[src/rtl/maindec_seq.sv]
// rtl/maindec_seq.sv - MIPS main decoder with read-modify-write sequencing for SB/SH
// Combinational decode for most instructions; a small FSM stretches SB/SH into read, merge and write.
module maindec_seq #(
    parameter int MEM_LAT    = 1,
    parameter int ENABLE_RMW = 1
) (
    input  logic       clk,
    input  logic       reset,
    input  logic       instr_valid,
    input  logic [5:0] op,
    input  logic [5:0] funct,
    input  logic [4:0] dest,
    output logic       regwrite,
    output logic       regdst2,
    output logic       regdst1,
    output logic       alusrc,
    output logic       branch,
    output logic       data_read,
    output logic       data_write,
    output logic       memtoreg1,
    output logic       jump1,
    output logic       jump,
    output logic [1:0] aluop,
    output logic [2:0] loadcontrol,
    output logic [1:0] storecontrol,
    output logic       rmw_merge,
    output logic       storeloop,
    output logic       stall,
    output logic       illegal
);

    typedef enum logic [1:0] {IDLE, READ, MERGE, WRITE} state_t;

    localparam logic [11:0] CTL_RTYPE  = 12'b101000000010;
    localparam logic [11:0] CTL_MTHILO = 12'b000000000010;
    localparam logic [11:0] CTL_JR     = 12'b000010001101;
    localparam logic [11:0] CTL_JALR   = 12'b110010001101;
    localparam logic [11:0] CTL_LOAD   = 12'b100101010000;
    localparam logic [11:0] CTL_ITYPE  = 12'b100100000010;
    localparam logic [11:0] CTL_BRANCH = 12'b000010000010;
    localparam logic [11:0] CTL_BRLINK = 12'b110010000010;
    localparam logic [11:0] CTL_J      = 12'b000010000101;
    localparam logic [11:0] CTL_JAL    = 12'b110010000101;
    localparam logic [11:0] CTL_SW     = 12'b000100100000;
    localparam logic [11:0] CTL_RMW_RD = 12'b000101000000;
    localparam logic [11:0] CTL_MERGE  = 12'b000000000010;

    localparam logic [5:0] OP_SB = 6'b101000;
    localparam logic [5:0] OP_SH = 6'b101001;

    localparam logic [1:0] LAT_M1 = 2'(MEM_LAT - 1);

    state_t      state, state_next;
    logic [1:0]  cnt, cnt_next;
    logic [1:0]  size_q, size_next;

    logic [11:0] dec_ctl;
    logic [2:0]  dec_lc;
    logic [1:0]  dec_sc;
    logic        dec_il;
    logic        is_sub;

    logic [11:0] ctl;

    assign {regwrite, regdst2, regdst1, alusrc, branch, data_read,
            data_write, memtoreg1, jump1, jump, aluop} = ctl;

    always_comb begin
        dec_ctl = '0;
        dec_lc  = '0;
        dec_sc  = '0;
        dec_il  = 1'b0;
        is_sub  = 1'b0;
        case (op)
            6'b000000: begin
                case (funct)
                    6'b010001, 6'b010011: dec_ctl = CTL_MTHILO;
                    6'b001000:            dec_ctl = CTL_JR;
                    6'b001001:            dec_ctl = CTL_JALR;
                    default:              dec_ctl = CTL_RTYPE;
                endcase
            end
            6'b000001: begin
                case (dest)
                    5'b00000, 5'b00001: dec_ctl = CTL_BRANCH;
                    5'b10000, 5'b10001: dec_ctl = CTL_BRLINK;
                    default:            dec_il  = 1'b1;
                endcase
            end
            6'b000010: dec_ctl = CTL_J;
            6'b000011: dec_ctl = CTL_JAL;
            6'b000100, 6'b000101, 6'b000110, 6'b000111: dec_ctl = CTL_BRANCH;
            6'b001001, 6'b001010, 6'b001011, 6'b001100,
            6'b001101, 6'b001110, 6'b001111: dec_ctl = CTL_ITYPE;
            6'b100000: begin dec_ctl = CTL_LOAD; dec_lc = 3'b000; end
            6'b100100: begin dec_ctl = CTL_LOAD; dec_lc = 3'b001; end
            6'b100001: begin dec_ctl = CTL_LOAD; dec_lc = 3'b010; end
            6'b100101: begin dec_ctl = CTL_LOAD; dec_lc = 3'b011; end
            6'b100011: begin dec_ctl = CTL_LOAD; dec_lc = 3'b101; end
            6'b100010: begin dec_ctl = CTL_LOAD; dec_lc = 3'b110; end
            6'b100110: begin dec_ctl = CTL_LOAD; dec_lc = 3'b111; end
            OP_SB: begin dec_ctl = CTL_SW; dec_sc = 2'b10; is_sub = 1'b1; end
            OP_SH: begin dec_ctl = CTL_SW; dec_sc = 2'b01; is_sub = 1'b1; end
            6'b101011: dec_ctl = CTL_SW;
            default: dec_il = 1'b1;
        endcase
    end

    always_comb begin
        ctl          = '0;
        loadcontrol  = '0;
        storecontrol = '0;
        rmw_merge    = 1'b0;
        storeloop    = 1'b0;
        stall        = 1'b0;
        illegal      = 1'b0;
        state_next   = state;
        cnt_next     = cnt;
        size_next    = size_q;
        case (state)
            IDLE: begin
                if (instr_valid) begin
                    if ((ENABLE_RMW != 0) && is_sub) begin
                        ctl        = CTL_RMW_RD;
                        stall      = 1'b1;
                        storeloop  = 1'b1;
                        size_next  = dec_sc;
                        cnt_next   = LAT_M1;
                        state_next = (MEM_LAT == 1) ? MERGE : READ;
                    end else begin
                        ctl          = dec_ctl;
                        loadcontrol  = dec_lc;
                        storecontrol = dec_sc;
                        illegal      = dec_il;
                    end
                end
            end
            READ: begin
                ctl       = CTL_RMW_RD;
                stall     = 1'b1;
                storeloop = 1'b1;
                cnt_next  = cnt - 2'd1;
                // The decremented count reaching zero closes the read window.
                if (cnt == 2'd1) state_next = MERGE;
            end
            MERGE: begin
                ctl        = CTL_MERGE;
                rmw_merge  = 1'b1;
                stall      = 1'b1;
                storeloop  = 1'b1;
                state_next = WRITE;
            end
            WRITE: begin
                ctl          = CTL_SW;
                storecontrol = size_q;
                storeloop    = 1'b1;
                state_next   = IDLE;
            end
            default: state_next = IDLE;
        endcase
        if (reset) begin
            ctl          = '0;
            loadcontrol  = '0;
            storecontrol = '0;
            rmw_merge    = 1'b0;
            storeloop    = 1'b0;
            stall        = 1'b0;
            illegal      = 1'b0;
        end
    end

    always_ff @(posedge clk) begin
        if (reset) begin
            state  <= IDLE;
            cnt    <= '0;
            size_q <= '0;
        end else begin
            state  <= state_next;
            cnt    <= cnt_next;
            size_q <= size_next;
        end
    end

endmodule

[config.mk]
export PLATFORM = sky130hd
export DESIGN_NAME = maindec_seq
export DESIGN_NICKNAME = d
export VERILOG_FILES = /design/src/rtl/maindec_seq.sv
export SDC_FILE = /design/constraint.sdc
export NUM_CORES = 1
export LEC_CHECK = 0
export BUFFER_PORTS_ARGS = -buffer_cell sky130_fd_sc_hd__buf_2
export CELL_PAD_IN_SITES_DETAIL_PLACEMENT = 1
export CELL_PAD_IN_SITES_GLOBAL_PLACEMENT = 1
export CORE_MARGIN = 5
export CORE_UTILIZATION = 34
export DETAILED_ROUTE_END_ITERATION = 7
export MAX_ROUTING_LAYER = met4
export PLACE_DENSITY = 0.89
export SETUP_SLACK_MARGIN = 0.2
export SLEW_MARGIN = 5
export SYNTH_ARGS = -nofsm -noshare
export SYNTH_HDL_FRONTEND = slang
export SYNTH_SLANG_ARGS = --single-unit
[constraint.sdc]
create_clock -name clk -period 3.2 [get_ports clk]
set_input_delay 0.16 -clock clk [delete_from_list [all_inputs] [get_ports clk]]
set_output_delay 0.16 -clock clk [all_outputs]
set_load 0.02 [all_outputs]
### Word level (Yosys, flattened, before mapping)

Index checks and enable logic that the tools add are counted.

| storage, ports and cells | value |
|---|---|
| register bits | 6 |
| bits in latches | 0 |
| bits in writable memories | 0 |
| bits in read-only memories | 0 |
| logic and storage cells | 100 |
| memories | 0 |

| operators by class | value |
|---|---|
| add/subtract/negate cells | 1 |
| multipliers | 0 |
| div/mod/pow operators | 0 |
| magnitude comparators | 0 |
| eq/ne operators | 38 |
| shift-type cells | 0 |
| muxes and demuxes | 39 |
| bitwise gates (word level) | 0 |
| reductions and logical operators | 19 |

Operator list:

| cell | number |
|---|---|
| case mux 12 bit (8 select lines) | 1 |
| == test 6 bit (second input constant) | 10 |
| == test 6 x 4 -> 1 bit (second input constant) | 9 |
| case mux 12 bit (4 select lines) | 1 |
| 2-to-1 mux 12 bit | 3 |
| case mux 12 bit (3 select lines) | 1 |
| == test 6 x 3 -> 1 bit (second input constant) | 4 |
| case mux 12 bit (2 select lines) | 1 |
| OR reduction 24 bit | 1 |
| case mux 3 bit (6 select lines) | 1 |
| 2-to-1 mux 2 bit | 8 |
| OR reduction 7 bit | 2 |
| == test 6 x 2 -> 1 bit (second input constant) | 2 |
| == test 6 x 5 -> 1 bit (second input constant) | 2 |
| 2-to-1 mux 1 bit | 12 |
| 2-to-1 mux 3 bit | 4 |
| case mux 2 bit (2 select lines) | 3 |
| == test 5 bit (second input constant) | 2 |
| OR reduction 2 bit | 5 |
| AND reduction 3 bit | 3 |
| case mux 2 bit (4 select lines) | 1 |
| OR reduction 4 bit | 2 |
| == test 6 x 1 -> 1 bit (second input constant) | 1 |
| zero test 6 bit | 1 |
| other kinds (10) | 17 |

### Logic depth before layout (Yosys ltp)

| logic depth | value |
|---|---|
| word-level depth | 8 |
| mapped depth | 6 |
| gate-level depth less buffers | 6 |

### Least setup slack after synthesis

No wires, ideal clock.

| timing | value |
|---|---|
| path type | reg2out |
| from | reg state[0] |
| to | out aluop[0] |
| arrival time | 1.714 ns |
| slack | 1.326 ns |
| stages on the path, launching flop included | 7 |
| path buffers | 2 |
| cells stage by stage | dfxtp_1 > inv_1 > ha_1 > clkbuf_1 > o2111ai_1 > a21oi_1 > buf_4 |

| between the ends | value |
|---|---|
| word-level cells in the longest chain between the ends | 3 |
| elaborated cells between the ends (all ways) | 6 |

Ends and longest elaborated chain:

| element | RTL line | source |
|---|---|---|
| from (decl) | 53 | `state_t state, state_next;` |
| from (signal assigned) | 178 | `state <= state_next;` |
| == test 2 bit (tied with other cells) | 120 | `case (state)` |
| case mux 12 bit (4 select lines) (*) | 120 |  |
| 2-to-1 mux 12 bit (*) | 161 | `if (reset) begin` |
| to (decl) | 23 | `output logic [1:0] aluop,` |

Mark *: on every way between the ends. The rest lies on a longest branch, timed or not.

### Worst setup path after layout

| timing | value |
|---|---|
| from | reg state[0] |
| to | out stall |

| between the ends | value |
|---|---|
| word-level cells in the longest chain between the ends | 4 |
| elaborated cells between the ends (all ways) | 6 |

Ends and longest elaborated chain:

| element | RTL line | source |
|---|---|---|
| == test 2 x 1 -> 1 bit or == test 2 bit (tied branches) | 120 |  |
| OR reduction 2 bit (no source line) | - |  |
| case mux 1 bit (2 select lines) (*) | 120 |  |
| 2-to-1 mux 1 bit (*) | 161 |  |
| to (decl) | 28 | `output logic stall,` |

Marks and branches as above.

==> summary.md <==
| Metric | Value |
|---|---|
| Vias after detailed routing | between 1,000 and 1,500 |
| Count of antenna diodes in the layout | 0 |
| Top post-synthesis cells by area | sky130_fd_sc_hd__dfxtp_1 (13%), sky130_fd_sc_hd__ha_1 (11%), sky130_fd_sc_hd__nor2_1 (7.2%), sky130_fd_sc_hd__nand2b_1 (6.0%), sky130_fd_sc_hd__a21oi_1 (4.8%) |
| Worst-case headroom to the max-slew limit | between 60% and 70% |
| Initial drt markers | 33 |
| Number of routed nets with antenna violations | 0 |
| Setup crit end kind | output pin |
| Maximum number of pins on one net before global-route repair | 21 |
| Fraction of final layout cells sized beyond drive strength 1 | 26.5% |
| Power per unit of standard cell area | between 300 and 400 nW/um2 |
| H-tree depth | 1 |
| Filler Cell Count | 373 |
| Actual transition at the worst max-transition pin | 0.522 ns |
| Worst-Skew Late Latency | 0.25 ns |
| Launch instance of the worst min-delay path | reset |
| Number of global-route vias before repair | 1,146 |
| Post-cts repair resize count | 0 |
| Dominant delay contributor by cell family on the critical path | simple AND/OR/NAND/NOR gates |
| Post-detailed-route DRC marker count | 0 |
| Slowest cell on the critical path | sky130_fd_sc_hd__nor3_1 |
| Die width | 62.4 um |
| Clock tree from TritonCTS | built |
| Area of the placeable core | between 2000 and 3000 um2 |
| Crit path largest cell delay | 0.45 ns |
| Final critical delay including setup and external delays | 2.16 ns |
| Multi-input gate area | 744 um2 |
| Wire length of the first global-routing pass | roughly 5300 um |
| Total power consumption of the routed design | approximately 440 uW |
| Number of setup violations in the final report | 0 |
| Worst clock skew on the final layout | 0.000145 ns |
| Final non-filler cell area | 1150 um2 |
| R2R Setup Slk | about 1.4 ns |
| Routed via count divided by cell count | between 5 and 6 |
| Net count reported at finish | a little under 200 |
| Type of the tightest min-delay check | input port to flip-flop |
| Cell type with the highest aggregate area in the netlist | sky130_fd_sc_hd__dfxtp_1 |
| Largest fanout on the critical path | 5 |
| Count of port buffers added during placement | 39 |
| Mean instance size in the synthesized netlist | 7.03 um2 |
| Pre-Repair DR Iteration Count | 4 |
| Part of the total power dissipated in combinational logic | between 60% and 70% |
| Post-synthesis cell area | 935 um2 |
| Final RePlAce weighted congestion | 0.812 |
| Power dissipated by switching net loads | 207 uW |
| Number of maximum-capacitance constraint violations | 0 |
| Total negative setup slack | 0 ns |
| Number of buffers on the longest clock path | 2 |
| WS Path Type | flip-flop to output pin |
| Boundary pin count | 41 |
| Number of synthesis warnings | 0 |
| End of the worst register-to-register path | size_q[0] |
| Data arrival at the endpoint of the critical path | 2.00 ns |
| Switching portion of total power | between 40% and 50% |
| Cell Area, Placed | 1130 um2 |
| Post-detailed-placement half-perimeter wirelength | 2600 um |
| Clock power frac | 16.7% |
| Category of the worst setup path launch point | flip-flop |
| Routed wire per std cell | 16.3 um |
| Seq cells post-synth | 6 |
| Post-synthesis cell count | 133 |
| Top achievable clock speed | 464 MHz |
| Number of nets produced by synthesis | ~160 |
| Wire length after detailed routing | between 3000 and 4000 um |
| Share of the synthesized area in the top cell type | 12.9% |
| Most used cell along the critical path | sky130_fd_sc_hd__nor3_1 |
| Number of buffers and inverters on the critical path | 2 |
| Smallest setup slack after layout | 1.04 ns |
| Async set-reset flop share out of synthesis | 0% |
| Clock transition at path regs | 0.04 ns |
| Hold worst-path end | size_q[0] |
| Peak supply drop | about 340 uV |
| Leading register cell type out of synthesis | sky130_fd_sc_hd__dfxtp_1 |
| Chip Height | about 62 um |
| Initial Util | 34.8% |
| Run status | complete, no violations |
| Library cell used as clock root buffer | sky130_fd_sc_hd__clkbuf_4 |
| Hold Path Cell Cnt | 2 |
| Period utilisation layout | between 60% and 70% |
| WP data required | 3.04 ns |
| Internal portion of total power | 233 uW |
| EDFF count, synth | 0 |
| Flop pwr share | a little over a fifth |
| Hold-fix buffer count after cts | 0 |
| Proportion of synthesized chip area in sequential cells | about an eighth |
| Placement Setup Slack | ~1.3 ns |
| Num Clock Sinks | 6 |
| Register area | 120 um2 |
| Post-CTS Setup Bufs | 0 |
| Worst hold slack | 0.302 ns |
| Row count | 19 |
| Total routing usage reported by global routing | 16.3% |
| RSZ-0062 raised after global routing | false |
| Total die area | approximately 3900 um2 |
| Library cells used by synthesis | 49 |
| Area Growth Syn to Fin | 23.2% |
| Leakage power summed over all cells | 0.000525 uW |
| R2r worst-path depth | 6 |
| List of cells traversed by the critical path | inv_1 > ha_1 > nand2_1 > nor3_1 > nor2_1 > nor3_1 > buf_2 |
| Final Hold Vio Count | 0 |
| Count of final max-slew check failures | 0 |
| Initial antenna violation count | 0 |
| Critical R2R Launch | state[0] |
| GR Overflow Total | 0 |
| Number of buffers inserted during clock tree synthesis | 3 |
## sequential cells by signal (all words and copies together) (netlist names)
signal and flops:
cnt 2, state 2, size_q 2
## worst register-to-register path, cell delays in order (launching register included)
cell                      delay [ns]
sky130_fd_sc_hd__dfxtp_1        0.35
sky130_fd_sc_hd__inv_1          0.16
sky130_fd_sc_hd__ha_1           0.26
sky130_fd_sc_hd__nand2_1        0.09
sky130_fd_sc_hd__nor3_1         0.45
sky130_fd_sc_hd__mux2i_1        0.27
sky130_fd_sc_hd__nor2_1         0.06
## stage by stage
stage,utilization (%),cells
detailed placement,42.0,194
global placement,42.0,194
floorplan,-,133
finish,42.9,197
CTS,42.9,197
global route,42.9,197
## cell type report
class | count | share of cell area, %
tap | 31 | 3.37
multi-input combinational | 110 | 64.7
inverter | 8 | 2.61
sequential | 6 | 10.4
timing repair buffer | 39 | 17.0
clock buffer | 3 | 1.96
## cell families after synthesis
kind of cell             after synthesis  synth area share [%]
flip-flops                             6                  12.9
XOR/XNOR                               2                  1.87
AND/OR/NAND/NOR                       62                  37.5
adder cells (fa/ha/maj)                8                  10.7
buffers and inverters                 17                  7.50
multiplexers                           3                  3.35
AO/OA/AOI/OAI                         35                  26.2
## synth_stat cells, drive strengths merged (2+ instances only)
cell type,n
o2111ai,2
mux2i,2
o211a,2
nand2b,9
inv,8
nand3,2
a31oi,2
a21oi,9
clkbuf,7
nor3b,2
and3b,2
nand2,6
nor3,6
nand4,2
ha,8
nor4bb,2
buf,2
and3,2
or2,2
o21ai,6
dfxtp,6
nand3b,2
o21bai,2
nor2,18
## power by group through the flow
| stage | registers (uW) | clock network, uW | logic, uW |
|---|---|---|---|
| 4_1_cts | 96.6 | 75.2 | 272 |
| 3_5_place_dp | 98.0 | 0 | 271 |
| 5_1_grt | 96.9 | 81.0 | 298 |
| 3_3_place_gp | 95.7 | 0 | 254 |
| 2_1_floorplan | 94.4 | 0 | 190 |
| 6_report | 96.5 | 73.7 | 270 |
## per-layer routing
layer,up-vias,part of all wire (%),global-route usage (%),wire [um]
met3,2,5.6,2.16,180
li1,550,-,-,-
met5,-,0,-,0
met2,39,52,29.3,1650
met4,0,0.53,3.98,17
met1,533,42,19.1,1350
## cell usage in the layout (no fill, tap or decap), types with 3 or more instances in the layout
| cell type | synthesis | routed |
|---|---|---|
| sky130_fd_sc_hd__a21oi_1 | 9 | 9 |
| sky130_fd_sc_hd__buf_2 | 1 | 39 |
| sky130_fd_sc_hd__clkbuf_4 | 0 | 3 |
| sky130_fd_sc_hd__dfxtp_1 | 6 | 6 |
| sky130_fd_sc_hd__ha_1 | 8 | 8 |
| sky130_fd_sc_hd__inv_1 | 8 | 8 |
| sky130_fd_sc_hd__nand2_1 | 6 | 6 |
| sky130_fd_sc_hd__nand2b_1 | 9 | 9 |
| sky130_fd_sc_hd__nor2_1 | 18 | 18 |
| sky130_fd_sc_hd__nor3_1 | 6 | 6 |
| sky130_fd_sc_hd__o21ai_0 | 6 | 6 |
## how the worst max path moves through the flow
| stage | startpoint | endpoint | slack, ns | depth (start not counted) |
|---|---|---|---|---|
| after CTS | state[0] | stall | 1.02 | 7 |
| after global routing | state[0] | stall | 0.89 | 7 |
| after floorplan | state[0] | aluop[0] | 1.33 | 6 |
| after global placement | state[0] | stall | 1.43 | 7 |
| after detailed placement | state[0] | stall | 1.31 | 7 |
| final | state[0] | stall | 1.04 | 7 |
(Power assumes the default switching activity.)
